==> config.mk <==
export PLATFORM = sky130hd
export DESIGN_NAME = pc_fetch_unit_flat
export DESIGN_NICKNAME = d
export VERILOG_FILES = /design/src/rtl/mips_pkg.sv /design/src/rtl/pc_fetch_unit_if.sv /design/src/rtl/next_pc_calc.sv /design/src/rtl/pc_fetch_unit.sv /design/src/flat_wrapper.sv
export SDC_FILE = /design/constraint.sdc
export NUM_CORES = 1
export LEC_CHECK = 0
export ABC_AREA = 1
export CORE_ASPECT_RATIO = 1.4
export CORE_MARGIN = 8
export CORE_UTILIZATION = 47
export DETAILED_ROUTE_END_ITERATION = 10
export PLACE_DENSITY = 0.78
export RECOVER_POWER = 50
export SYNTH_ARGS = -nofsm -noshare
export SYNTH_HDL_FRONTEND = slang
export SYNTH_SLANG_ARGS = --single-unit
==> constraint.sdc <==
create_clock -name clk -period 2.9 [get_ports clk]
set_input_delay 0.29 -clock clk [delete_from_list [all_inputs] [get_ports clk]]
set_output_delay 0.29 -clock clk [all_outputs]
set_load 0.01 [all_outputs]
==> src/rtl/mips_pkg.sv <==
// mips_pkg: opcode constants, fetch-state encoding, default reset PC and branch-offset helper
package mips_pkg;
  localparam logic [5:0] OP_RTYPE = 6'b000000;
  localparam logic [5:0] OP_LW    = 6'b100011;
  localparam logic [5:0] OP_SW    = 6'b101011;
  localparam logic [5:0] OP_BEQ   = 6'b000100;
  localparam logic [5:0] OP_ADDI  = 6'b001000;
  localparam logic [5:0] OP_ANDI  = 6'b001100;
  localparam logic [5:0] OP_J     = 6'b000010;
  localparam logic [1:0] ST_IDLE  = 2'd0;
  localparam logic [1:0] ST_FETCH = 2'd1;
  localparam logic [1:0] ST_HOLD  = 2'd2;
  localparam logic [1:0] ST_ERR   = 2'd3;
  localparam logic [31:0] DEFAULT_RESET_PC = 32'h0000_0000;
  function automatic logic [31:0] sext_imm4(input logic [15:0] imm);
    return {{14{imm[15]}}, imm, 2'b00};
  endfunction
endpackage

==> src/rtl/pc_fetch_unit_if.sv <==
// pc_fetch_unit_if: instruction-memory, decode-stage and control signals of the fetch unit
interface pc_fetch_unit_if;
  logic        imem_req;
  logic [31:0] imem_addr;
  logic        imem_ack;
  logic [31:0] imem_rdata;
  logic [31:0] instr;
  logic        instr_valid;
  logic        instr_ready;
  logic        branch;
  logic        jump;
  logic        zero;
  logic [31:0] pc;
  logic        fetch_err;
  modport master (
    output imem_req, imem_addr, instr, instr_valid, pc, fetch_err,
    input  imem_ack, imem_rdata, instr_ready, branch, jump, zero
  );
  modport slave (
    input  imem_req, imem_addr, instr, instr_valid, pc, fetch_err,
    output imem_ack, imem_rdata, instr_ready, branch, jump, zero
  );
endinterface

==> src/rtl/next_pc_calc.sv <==
// next_pc_calc: next-PC select, jump over taken branch over pc+4, all modulo 2^32
module next_pc_calc
  import mips_pkg::*;
(
  input  logic [31:0] pc,
  input  logic [31:0] instr,
  input  logic        branch,
  input  logic        jump,
  input  logic        zero,
  output logic [31:0] npc
);
  logic [31:0] w_pc4;
  logic        w_unused_op;
  assign w_pc4 = pc + 32'd4;
  assign w_unused_op = ^instr[31:26];
  assign npc = jump ? {w_pc4[31:28], instr[25:0], 2'b00}
             : (branch && zero) ? w_pc4 + sext_imm4(instr[15:0])
             : w_pc4;
endmodule

==> src/rtl/pc_fetch_unit.sv <==
// pc_fetch_unit: one-outstanding fetch FSM holding instr/pc until accept; FETCH_TIMEOUT_EN adds ack timeout into sticky ERR
module pc_fetch_unit
  import mips_pkg::*;
#(
  parameter logic [31:0] RESET_PC = DEFAULT_RESET_PC,
  parameter logic [7:0]  TIMEOUT  = 8'd255
) (
  input logic             clk,
  input logic             rst_n,
  pc_fetch_unit_if.master bus
);
  logic [1:0]  r_state;
  logic [31:0] r_pc;
  logic [31:0] r_instr;
  logic [31:0] w_npc;
  logic        w_fetch;
  logic        w_accept;
  logic        w_timeout;
  assign w_fetch  = r_state == ST_FETCH;
  assign w_accept = r_state == ST_HOLD && bus.instr_ready;
`ifdef FETCH_TIMEOUT_EN
  logic [7:0] r_cnt;
  // counter is zero outside FETCH, so it is clear on every FETCH entry
  assign w_timeout = w_fetch && !bus.imem_ack && (r_cnt + 8'd1 == TIMEOUT);
  always_ff @(posedge clk or negedge rst_n)
    if (!rst_n)
      r_cnt <= '0;
    else
      r_cnt <= (w_fetch && !bus.imem_ack) ? r_cnt + 8'd1 : '0;
  assign bus.fetch_err = r_state == ST_ERR;
`else
  logic w_unused_timeout;
  assign w_unused_timeout = ^TIMEOUT;
  assign w_timeout = 1'b0;
  assign bus.fetch_err = 1'b0;
`endif
  always_ff @(posedge clk or negedge rst_n)
    if (!rst_n) begin
      r_state <= ST_IDLE;
      r_pc    <= RESET_PC;
      r_instr <= '0;
    end else if (r_state == ST_IDLE)
      r_state <= ST_FETCH;
    else if (w_fetch && bus.imem_ack) begin
      r_instr <= bus.imem_rdata;
      r_state <= ST_HOLD;
    end else if (w_timeout)
      r_state <= ST_ERR;
    else if (w_accept) begin
      r_pc    <= w_npc;
      r_state <= ST_FETCH;
    end
  next_pc_calc u_npc (
    .pc    (r_pc),
    .instr (r_instr),
    .branch(bus.branch),
    .jump  (bus.jump),
    .zero  (bus.zero),
    .npc   (w_npc)
  );
  assign bus.imem_req    = w_fetch;
  assign bus.imem_addr   = r_pc;
  assign bus.instr       = r_instr;
  assign bus.instr_valid = r_state == ST_HOLD;
  assign bus.pc          = r_pc;
endmodule

==> src/flat_wrapper.sv <==
// flat-port wrapper written by rule: the top's interface ports become plain ports
module pc_fetch_unit_flat import mips_pkg::*;
#(
  parameter logic [31:0] RESET_PC = DEFAULT_RESET_PC,
  parameter logic [7:0]  TIMEOUT  = 8'd255
)
  (clk, rst_n, bus_imem_req, bus_imem_addr, bus_instr, bus_instr_valid, bus_pc, bus_fetch_err, bus_imem_ack, bus_imem_rdata, bus_instr_ready, bus_branch, bus_jump, bus_zero);
  pc_fetch_unit_if bus_i ();
  input logic clk;
  input logic rst_n;
  output wire logic [$bits(bus_i.imem_req)-1:0] bus_imem_req;
  output wire logic [$bits(bus_i.imem_addr)-1:0] bus_imem_addr;
  output wire logic [$bits(bus_i.instr)-1:0] bus_instr;
  output wire logic [$bits(bus_i.instr_valid)-1:0] bus_instr_valid;
  output wire logic [$bits(bus_i.pc)-1:0] bus_pc;
  output wire logic [$bits(bus_i.fetch_err)-1:0] bus_fetch_err;
  input wire logic [$bits(bus_i.imem_ack)-1:0] bus_imem_ack;
  input wire logic [$bits(bus_i.imem_rdata)-1:0] bus_imem_rdata;
  input wire logic [$bits(bus_i.instr_ready)-1:0] bus_instr_ready;
  input wire logic [$bits(bus_i.branch)-1:0] bus_branch;
  input wire logic [$bits(bus_i.jump)-1:0] bus_jump;
  input wire logic [$bits(bus_i.zero)-1:0] bus_zero;
  assign bus_imem_req = bus_i.imem_req;
  assign bus_imem_addr = bus_i.imem_addr;
  assign bus_instr = bus_i.instr;
  assign bus_instr_valid = bus_i.instr_valid;
  assign bus_pc = bus_i.pc;
  assign bus_fetch_err = bus_i.fetch_err;
  assign bus_i.imem_ack = bus_imem_ack;
  assign bus_i.imem_rdata = bus_imem_rdata;
  assign bus_i.instr_ready = bus_instr_ready;
  assign bus_i.branch = bus_branch;
  assign bus_i.jump = bus_jump;
  assign bus_i.zero = bus_zero;
  pc_fetch_unit #(.RESET_PC(RESET_PC), .TIMEOUT(TIMEOUT)) u_core (.clk(clk), .rst_n(rst_n), .bus(bus_i));
endmodule
==> results of run 1 <==
## worst max path at each step
| stage | depth (start not counted) | start | to |
|---|---|---|---|
| 2_1_floorplan | 18 | u_core.bus.imem_addr[3] | u_core.bus.imem_addr[15] |
| 3_3_place_gp | 17 | u_core.bus.imem_addr[2] | u_core.bus.imem_addr[21] |
| 3_5_place_dp | 19 | u_core.bus.imem_addr[2] | u_core.bus.imem_addr[22] |
| 4_1_cts | 20 | u_core.bus.imem_addr[2] | u_core.bus.imem_addr[26] |
| 5_1_grt | 15 | u_core.bus.imem_addr[6] | u_core.bus.imem_addr[21] |
| 6_report | 16 | u_core.bus.imem_addr[6] | u_core.bus.imem_addr[27] |
## repair_timing
action / CTS / global route
hold buffers: 0 / 0
pin swaps: 6 / 88
endpoints found under the setup margin: 20 / 24
buffers inserted: 2 / 21
resized for setup: 21 / 187
## registers in the layout, indices dropped and copies added, names as in the netlist
name,count
u_core.r_state,2
u_core.bus.instr,32
u_core.bus.imem_addr,30
## cell families after synthesis
| group | synth area share, % |
|---|---|
| AO/OA/AOI/OAI | 8.65 |
| XOR/XNOR | 3.02 |
| adder cells (fa/ha/maj) | 7.62 |
| buffers and inverters | 14.5 |
| flip-flops | 25.3 |
| multiplexers | 3.73 |
| other | 0.0592 |
| AND/OR/NAND/NOR | 37.1 |
## final cells by class
class | instances | area (µm²)
Clock buffer | 9 | 225
Timing Repair Buffer | 260 | 2290
Inverter | 154 | 583
Sequential cell | 64 | 1610
Clock inverter | 7 | 72.6
Tap cell | 182 | 228
Fill cell | 1016 | 3590
Multi-Input combinational cell | 744 | 4670
## metrics by stage
stage / utilization (%) / area (µm²) / setup slack [ns] / cells / hold WS (ns)
2_1_floorplan: - / 6350 / 0.0748 / 1016 / -0.00559
3_3_place_gp: 62.9 / 8350 / -0.0823 / 1381 / 0.487
3_5_place_dp: 62.9 / 8350 / -0.171 / 1381 / 0.492
4_1_cts: 65.9 / 8740 / -0.0261 / 1399 / 0.171
5_1_grt: 73.0 / 9680 / -0.285 / 1420 / 0.518
6_report: 73.0 / 9680 / -0.133 / 1420 / 0.461
## cell usage in the layout, fill, tap and decap left out, types with 14 or more instances in the layout
cell type        Yosys  final
buf_4               35    123
nand2_1            337    295
a21oi_2              0     16
a21oi_1             59     40
nor2_4               1     14
nor2_1              90     66
o21ai_0             23     17
dfrtp_1             64     59
mux2_2              21     21
nand2_2              5     42
ha_1                37     18
nand3_2              1     19
inv_1              149    140
clkdlybuf4s50_1      0     92
nand3_1             73     52
nor2_2               6     17
ha_4                 0     14
dlygate4sd3_1        0     39
## power by group
group / internal [mW] / leakage, nW / switching [mW]
registers: 1.32 / 0.748 / 0.576
clock network: 0.665 / 0.141 / 0.445
logic: 4.62 / 3.95 / 5.58
## critical path, delay by kind of cell, from the launching register on
kind / cells / cell delay (ns)
and+or+nand+nor: 14 / 1.79
DFF: 1 / 0.48
adders and majority gates: 1 / 0.40
xor gates and xnor gates: 1 / 0.23
## metal layers
metal / up-vias / GRT usage (%) / routed length, µm
met5: - / 0 / 0
met4: 0 / 11.6 / 1220
met3: 105 / 3.19 / 1790
met2: 385 / 44.6 / 12200
met1: 3532 / 31.1 / 9530
li1: 3577 / - / -
==> flow_summary.json, run 1 <==
{
  "ff2ff_setup_slack_ns": -0.13,
  "diodes": 0,
  "yosysMostFrequentCell": "nand2_1",
  "gp_congestion": 1.02,
  "port_buffers": 132,
  "grt_usage_pct": 25.9,
  "p_total_mw": 13.2,
  "finalSetupViolCount": 19,
  "synth_area_mm2": 0.00634,
  "die_w_um": 114,
  "power_density_mw_per_mm2": 1370,
  "clock_latency_ns": 0.34,
  "endpoint_kind": "flip-flop",
  "grt_max_degree": 65,
  "tightestPinTransition_ns": 1.68,
  "synth_warnings": 0,
  "synthTopCellsByArea": "dfrtp_1, nand2_1, inv_1",
  "synth_top_area_share_pct": 25.3,
  "setup_slack_ns": -0.133,
  "p_leak_nw": 4.84,
  "wl_per_cell_um": 17.4,
  "layout-drive-gt1-share_pct": 29.0,
  "relSlewSlack_pct": -12.0,
  "syn_area_per_cell_um2": 6.26,
  "cts.sinks": 64,
  "antenna_found_initial": 0,
  "path_class": "flip-flop to flip-flop",
  "timing.fmax_mhz": 330,
  "dr.pass1.iters": 6,
  "cts_buffers": 9,
  "core_mm2": 0.0133,
  "slew_violations": 111,
  "initial_core_util_pct": 47.8,
  "clkTransAtPathRegs_ns": 0.06,
  "reg2reg_depth": 16,
  "cp.arrival_ns": 3.26,
  "outcome": "complete, but fails checks",
  "synth_flop_cell": "dfrtp_1",
  "grt_overflow": 0,
  "slowest_delay_ns": 0.48,
  "synth.ff_latch_count": 64,
  "r2r-start": "u_core.bus.imem_addr[6]",
  "synth.cells.most_frequent": "nand2_1, inv_1, nor2_1",
  "drc": 0,
  "crit_path_cell_trace": "nand4_1 -> nor2_4 -> nand4_1 -> xor2_1 -> ha_1 -> nand2_2 -> nor2_2 -> nand2_1 -> nor2_1 -> nand2_1 -> nand3_1 -> nand2_1 -> nand3_2 -> nand2_1 -> nand2_1 -> nand2_1",
  "cpMostUsedCell": "nand2_1",
  "cap_violations": 2,
  "skew_ns": 0.00776,
  "vdd_ir_drop_max_mv": 0.767,
  "grt_pass1_wl_um": 35800,
  "drt-initial-drc-count": 717,
  "startpoint_type": "flip-flop",
  "r2r-end": "u_core.bus.imem_addr[27]",
  "yosys.area.top_type": "dfrtp_1",
  "cp.required_ns": 3.13,
  "violations": "capacitance limit, slew limit, setup timing",
  "cts_buffer_depth": 2,
  "die-height_um": 153,
  "viasPerCell": 5.35,
  "finalCritPeriodShare_pct": 105,
  "hp-class": "primary input to async pin",
  "vias": 7599,
  "tritoncts": "yes",
  "async_flop_share_pct": 100,
  "io_pins": 138,
  "tns_ns": -1.35,
  "ant_nets": 0,
  "grt_pass1_vias": 7054,
  "synth_edf_count": 0,
  "rows": 50,
  "layout-area-overhead-vs-synth_pct": 52.7,
  "cts-root-buf": "clkbuf_16",
  "synth_cell_type_count": 43,
  "hold_viol_final": 0,
  "synth_cells": 1012,
  "finalCriticalPeriod_ns": 3.03,
  "slowest_stage": "dfrtp_1",
  "h-tree-depth": 3,
  "wirelength_um": 24700,
  "yosysSeqAreaShare_pct": 25.3,
  "dp_hpwl_um": 17700,
  "rsz0062_at_grt": "yes",
  "fin_nets": 1310,
  "dieArea_mm2": 0.0175,
  "crit_fanout": 4
}
(Power assumes the default switching activity.)
==> inputs of run 2 (changes only) <==
--- a/config.mk
+++ b/config.mk
@@ -12,6 +12,7 @@
 export DETAILED_ROUTE_END_ITERATION = 10
 export PLACE_DENSITY = 0.78
 export RECOVER_POWER = 50
+export SLEW_MARGIN = 20
 export SYNTH_ARGS = -nofsm -noshare
 export SYNTH_HDL_FRONTEND = slang
 export SYNTH_SLANG_ARGS = --single-unit
==> results of run 2 <==
Same layout as run 1: the final DEF is identical, and so are final timing and power.
==> inputs of run 3 (changes only) <==
--- a/config.mk
+++ b/config.mk
@@ -7,7 +7,7 @@
 export LEC_CHECK = 0
 export ABC_AREA = 1
 export CORE_ASPECT_RATIO = 1.4
-export CORE_MARGIN = 8
+export CORE_MARGIN = 2
 export CORE_UTILIZATION = 47
 export DETAILED_ROUTE_END_ITERATION = 10
 export PLACE_DENSITY = 0.78
==> constraint.sdc (replaced) <==
create_clock -name clk -period 2.5 [get_ports clk]
set_input_delay 0.25 -clock clk [delete_from_list [all_inputs] [get_ports clk]]
set_output_delay 0.25 -clock clk [all_outputs]
set_load 0.01 [all_outputs]
==> run 3 against run 2 <==
Net effect: synthesized cell count did not move; the run now fails in 5_1_grt; area after synthesis did not move.
==> flow_summary.json, run 3 <==
{
  "outcome": "did not finish",
  "failed_stage": "5_1_grt",
  "error_line": "[ERROR GRT-0232] Routing congestion too high. Check the congestion heatmap in the GUI.",
  "synth.cells.most_frequent": "nand2_1, inv_1, nor2_1",
  "die-height_um": 141,
  "yosys.area.top_type": "dfrtp_1",
  "syn_area_per_cell_um2": 6.26,
  "synth_top_area_share_pct": 25.3,
  "synth.ff_latch_count": 64,
  "rows": 50,
  "yosysSeqAreaShare_pct": 25.3,
  "die_w_um": 102,
  "synth_cell_type_count": 43,
  "port_buffers": 132,
  "synth_warnings": 0,
  "cts.sinks": 64,
  "cts_buffers": 9,
  "synth_flop_cell": "dfrtp_1",
  "yosysMostFrequentCell": "nand2_1",
  "io_pins": 138,
  "dp_hpwl_um": 18500,
  "synth_edf_count": 0,
  "h-tree-depth": 3,
  "grt_usage_pct": 60.2,
  "grt_max_degree": 40,
  "synth_cells": 1012,
  "synth_area_mm2": 0.00634,
  "async_flop_share_pct": 100,
  "cts-root-buf": "clkbuf_16",
  "synthTopCellsByArea": "dfrtp_1, nand2_1, inv_1",
  "grt_overflow": 3,
  "worst_endpoint": "u_core.bus.imem_addr[22]$_DFFE_PN0P_/D",
  "worstEpCategory": "register input",
  "cts_buffer_depth": 2,
  "gp_congestion": 0.995,
  "initial_core_util_pct": 47.8
}
[run 3: metal layers]
| layer | GRT usage (%) | overflow |
|---|---|---|
| met5 | 7.69 | 0 |
| met1 | 60.4 | 0 |
| met2 | 84.1 | 2 |
| met3 | 35.1 | 0 |
| met4 | 57.4 | 1 |
[run 3: logic make-up after synthesis]
| group | share of synthesized area (%) |
|---|---|
| AO/OA/AOI/OAI | 8.65 |
| XOR/XNOR | 3.02 |
| adder cells (fa/ha/maj) | 7.62 |
| buffers and inverters | 14.5 |
| flip-flops | 25.3 |
| multiplexers | 3.73 |
| other | 0.0592 |
| AND/OR/NAND/NOR | 37.1 |
[run 3: stage by stage]
stage / utilization, % / std cells / setup WS, ns / TNS, ns / area, µm²
2_1_floorplan: - / 1016 / -0.137 / -0.859 / 6460
3_5_place_dp: 68.1 / 1454 / -0.534 / -8.75 / 9030
3_3_place_gp: 68.1 / 1454 / -0.505 / -8.09 / 9030
4_1_cts: 79.9 / 1515 / -0.341 / -5.30 / 10600
[run 3: what timing repair did]
item	4_1_cts
resized for setup	234
hold buffers	1
buffers inserted	47
endpoints found under the hold margin	25
endpoints found under the setup margin	25
pin swaps	115
==> inputs of run 4 (changes only) <==
--- a/config.mk
+++ b/config.mk
@@ -6,11 +6,10 @@
 export NUM_CORES = 1
 export LEC_CHECK = 0
 export ABC_AREA = 1
-export CORE_ASPECT_RATIO = 1.4
 export CORE_MARGIN = 2
-export CORE_UTILIZATION = 47
+export CORE_UTILIZATION = 40
 export DETAILED_ROUTE_END_ITERATION = 10
-export PLACE_DENSITY = 0.78
+export PLACE_DENSITY_LB_ADDON = 0.15
 export RECOVER_POWER = 50
 export SLEW_MARGIN = 20
 export SYNTH_ARGS = -nofsm -noshare
==> constraint.sdc (replaced) <==
create_clock -name clk -period 3.2 [get_ports clk]
set_input_delay 0.32 -clock clk [delete_from_list [all_inputs] [get_ports clk]]
set_output_delay 0.32 -clock clk [all_outputs]
set_load 0.01 [all_outputs]
==> run 4 against run 3 <==
Net effect: the flow now finishes, with violations (capacitance limit, slew limit).
==> flow_summary.json, run 4 (synthesis results as in run 1) <==
{
  "outcome": "complete, but fails checks",
  "violations": "capacitance limit, slew limit",
  "grt_usage_pct": 26.1,
  "grt_max_degree": 65,
  "seq_area_mm2": 0.00160,
  "power_density_mw_per_mm2": 1160,
  "p_leak_nw": 4.29,
  "layoutNonFillerInstCount": 1367,
  "relSlewSlack_pct": -14.1,
  "hp-class": "primary input to async pin",
  "die-height_um": 130,
  "cts.sinks": 64,
  "tns_ns": 0,
  "path_class": "flip-flop to flip-flop",
  "crit_fanout": 5,
  "drc": 0,
  "post-route-util_pct": 53.7,
  "multi_input_area_mm2": 0.00403,
  "finalCritPeriodShare_pct": 96.2,
  "vias": 6736,
  "cap_violations": 2,
  "port_buffers": 132,
  "wirelength_um": 21600,
  "cts-root-buf": "clkbuf_16",
  "vdd_ir_drop_max_mv": 0.579,
  "grt_pass1_vias": 6340,
  "skew_ns": 0.00864,
  "dpl.cell_count": 1347,
  "rows": 46,
  "num-fill-cells": 1646,
  "slew_violations": 111,
  "cts_buffer_depth": 2,
  "layout-drive-gt1-share_pct": 12.7,
  "initial_core_util_pct": 40.5,
  "gp_congestion": 0.958,
  "endpoint_kind": "flip-flop",
  "ant_nets": 0,
  "final_cell_mix": "nand2_1, inv_1, clkdlybuf4s50_1",
  "largest_reg_flops": 32,
  "r2r-start": "u_core.bus.imem_addr[3]",
  "startpoint": "u_core.bus.imem_addr[3]",
  "fin_nets": 1223,
  "ff2ff_setup_slack_ns": 0.12,
  "layout-area-overhead-vs-synth_pct": 32.7,
  "cp.arrival_ns": 3.31,
  "startpoint_type": "flip-flop",
  "core_mm2": 0.0157,
  "grt_pass1_wl_um": 33800,
  "dr.pass1.iters": 5,
  "dp_hpwl_um": 16700,
  "tritoncts": "yes",
  "io_pins": 138,
  "cp.required_ns": 3.44,
  "tightestPinTransition_ns": 1.71,
  "dieArea_mm2": 0.0169,
  "wl_per_cell_um": 15.8,
  "postCtsHoldBufs": 0,
  "h-tree-depth": 3,
  "clkTransAtPathRegs_ns": 0.06,
  "cts_buffers": 9,
  "clock_latency_ns": 0.35,
  "finalSetupViolCount": 0,
  "finalCriticalPeriod_ns": 3.08,
  "grt_overflow": 0,
  "viasPerCell": 4.93,
  "holdWs_ns": 0.498,
  "layout_commonest_cell": "nand2_1",
  "die_w_um": 130,
  "drt-initial-drc-count": 477,
  "rsz0062_at_grt": "yes",
  "diodes": 0,
  "hold_viol_final": 0,
  "antenna_found_initial": 0,
  "timing.fmax_mhz": 325
}
## run 4: worst paths after layout
path	end	cells past startpoint
min	u_core.bus.instr[29]	2
max	u_core.bus.imem_addr[15]	18
min reg2reg	u_core.bus.instr[30]	1
min in group clk	u_core.bus.instr[30]	1
max in group asynchronous	u_core.bus.imem_addr[15]	2
max reg2reg	u_core.bus.imem_addr[15]	18
## run 4: metrics by stage
stage	area, µm²	worst slack, ns	total power [mW]
floorplan	6350	0.375	5.89
finish	8410	0.123	9.72
global route	8410	-0.0829	10.6
global placement	7880	0.105	8.38
CTS	8180	0.0575	9.47
detailed placement	7880	0.0888	8.39
## run 4: layer usage
| layer | GRT usage (%) | part of all wire, % | up-vias |
|---|---|---|---|
| met3 | 5.29 | 7.1 | 30 |
| met2 | 38.5 | 43 | 227 |
| met4 | 9.17 | 2.0 | 0 |
| li1 | - | - | 3399 |
| met5 | 0 | 0 | - |
| met1 | 37.7 | 48 | 3080 |
## run 4: cell type report
type                    instances  area share, %
flip-flops and latches         64           19.1
clock buffers                   9           2.68
multi-input cells             744           47.9
repair buffers                173           19.3
inverters                     154           6.87
clock inverters                 7          0.922
well taps                     216           3.21
## run 4: repair_timing
item / 4_1_cts / 5_1_grt
endpoints found under the setup margin: 0 / 21
setup buffers: 0 / 4
resized for setup: 0 / 51
## run 4: critical path, cell delays in order, from the launching register on
cell      delay [ns]
dfrtp_1         0.43
ha_2            0.22
nand3_2         0.13
nor2_2          0.19
nand3b_1        0.18
buf_6           0.17
xor2_4          0.19
ha_4            0.25
nand2_1         0.08
inv_1           0.06
nand2_1         0.08
inv_1           0.06
a21oi_1         0.17
nand2_2         0.17
or2_2           0.31
nand3_1         0.08
nand3_1         0.08
nand2_1         0.08
nand2_1         0.04
## run 4: where the power goes
| group | internal, mW | total [mW] | switching (mW) |
|---|---|---|---|
| Sequential | 1.20 | 1.69 | 0.492 |
| Combinational | 2.96 | 7.00 | 4.04 |
| Clock | 0.610 | 1.03 | 0.422 |
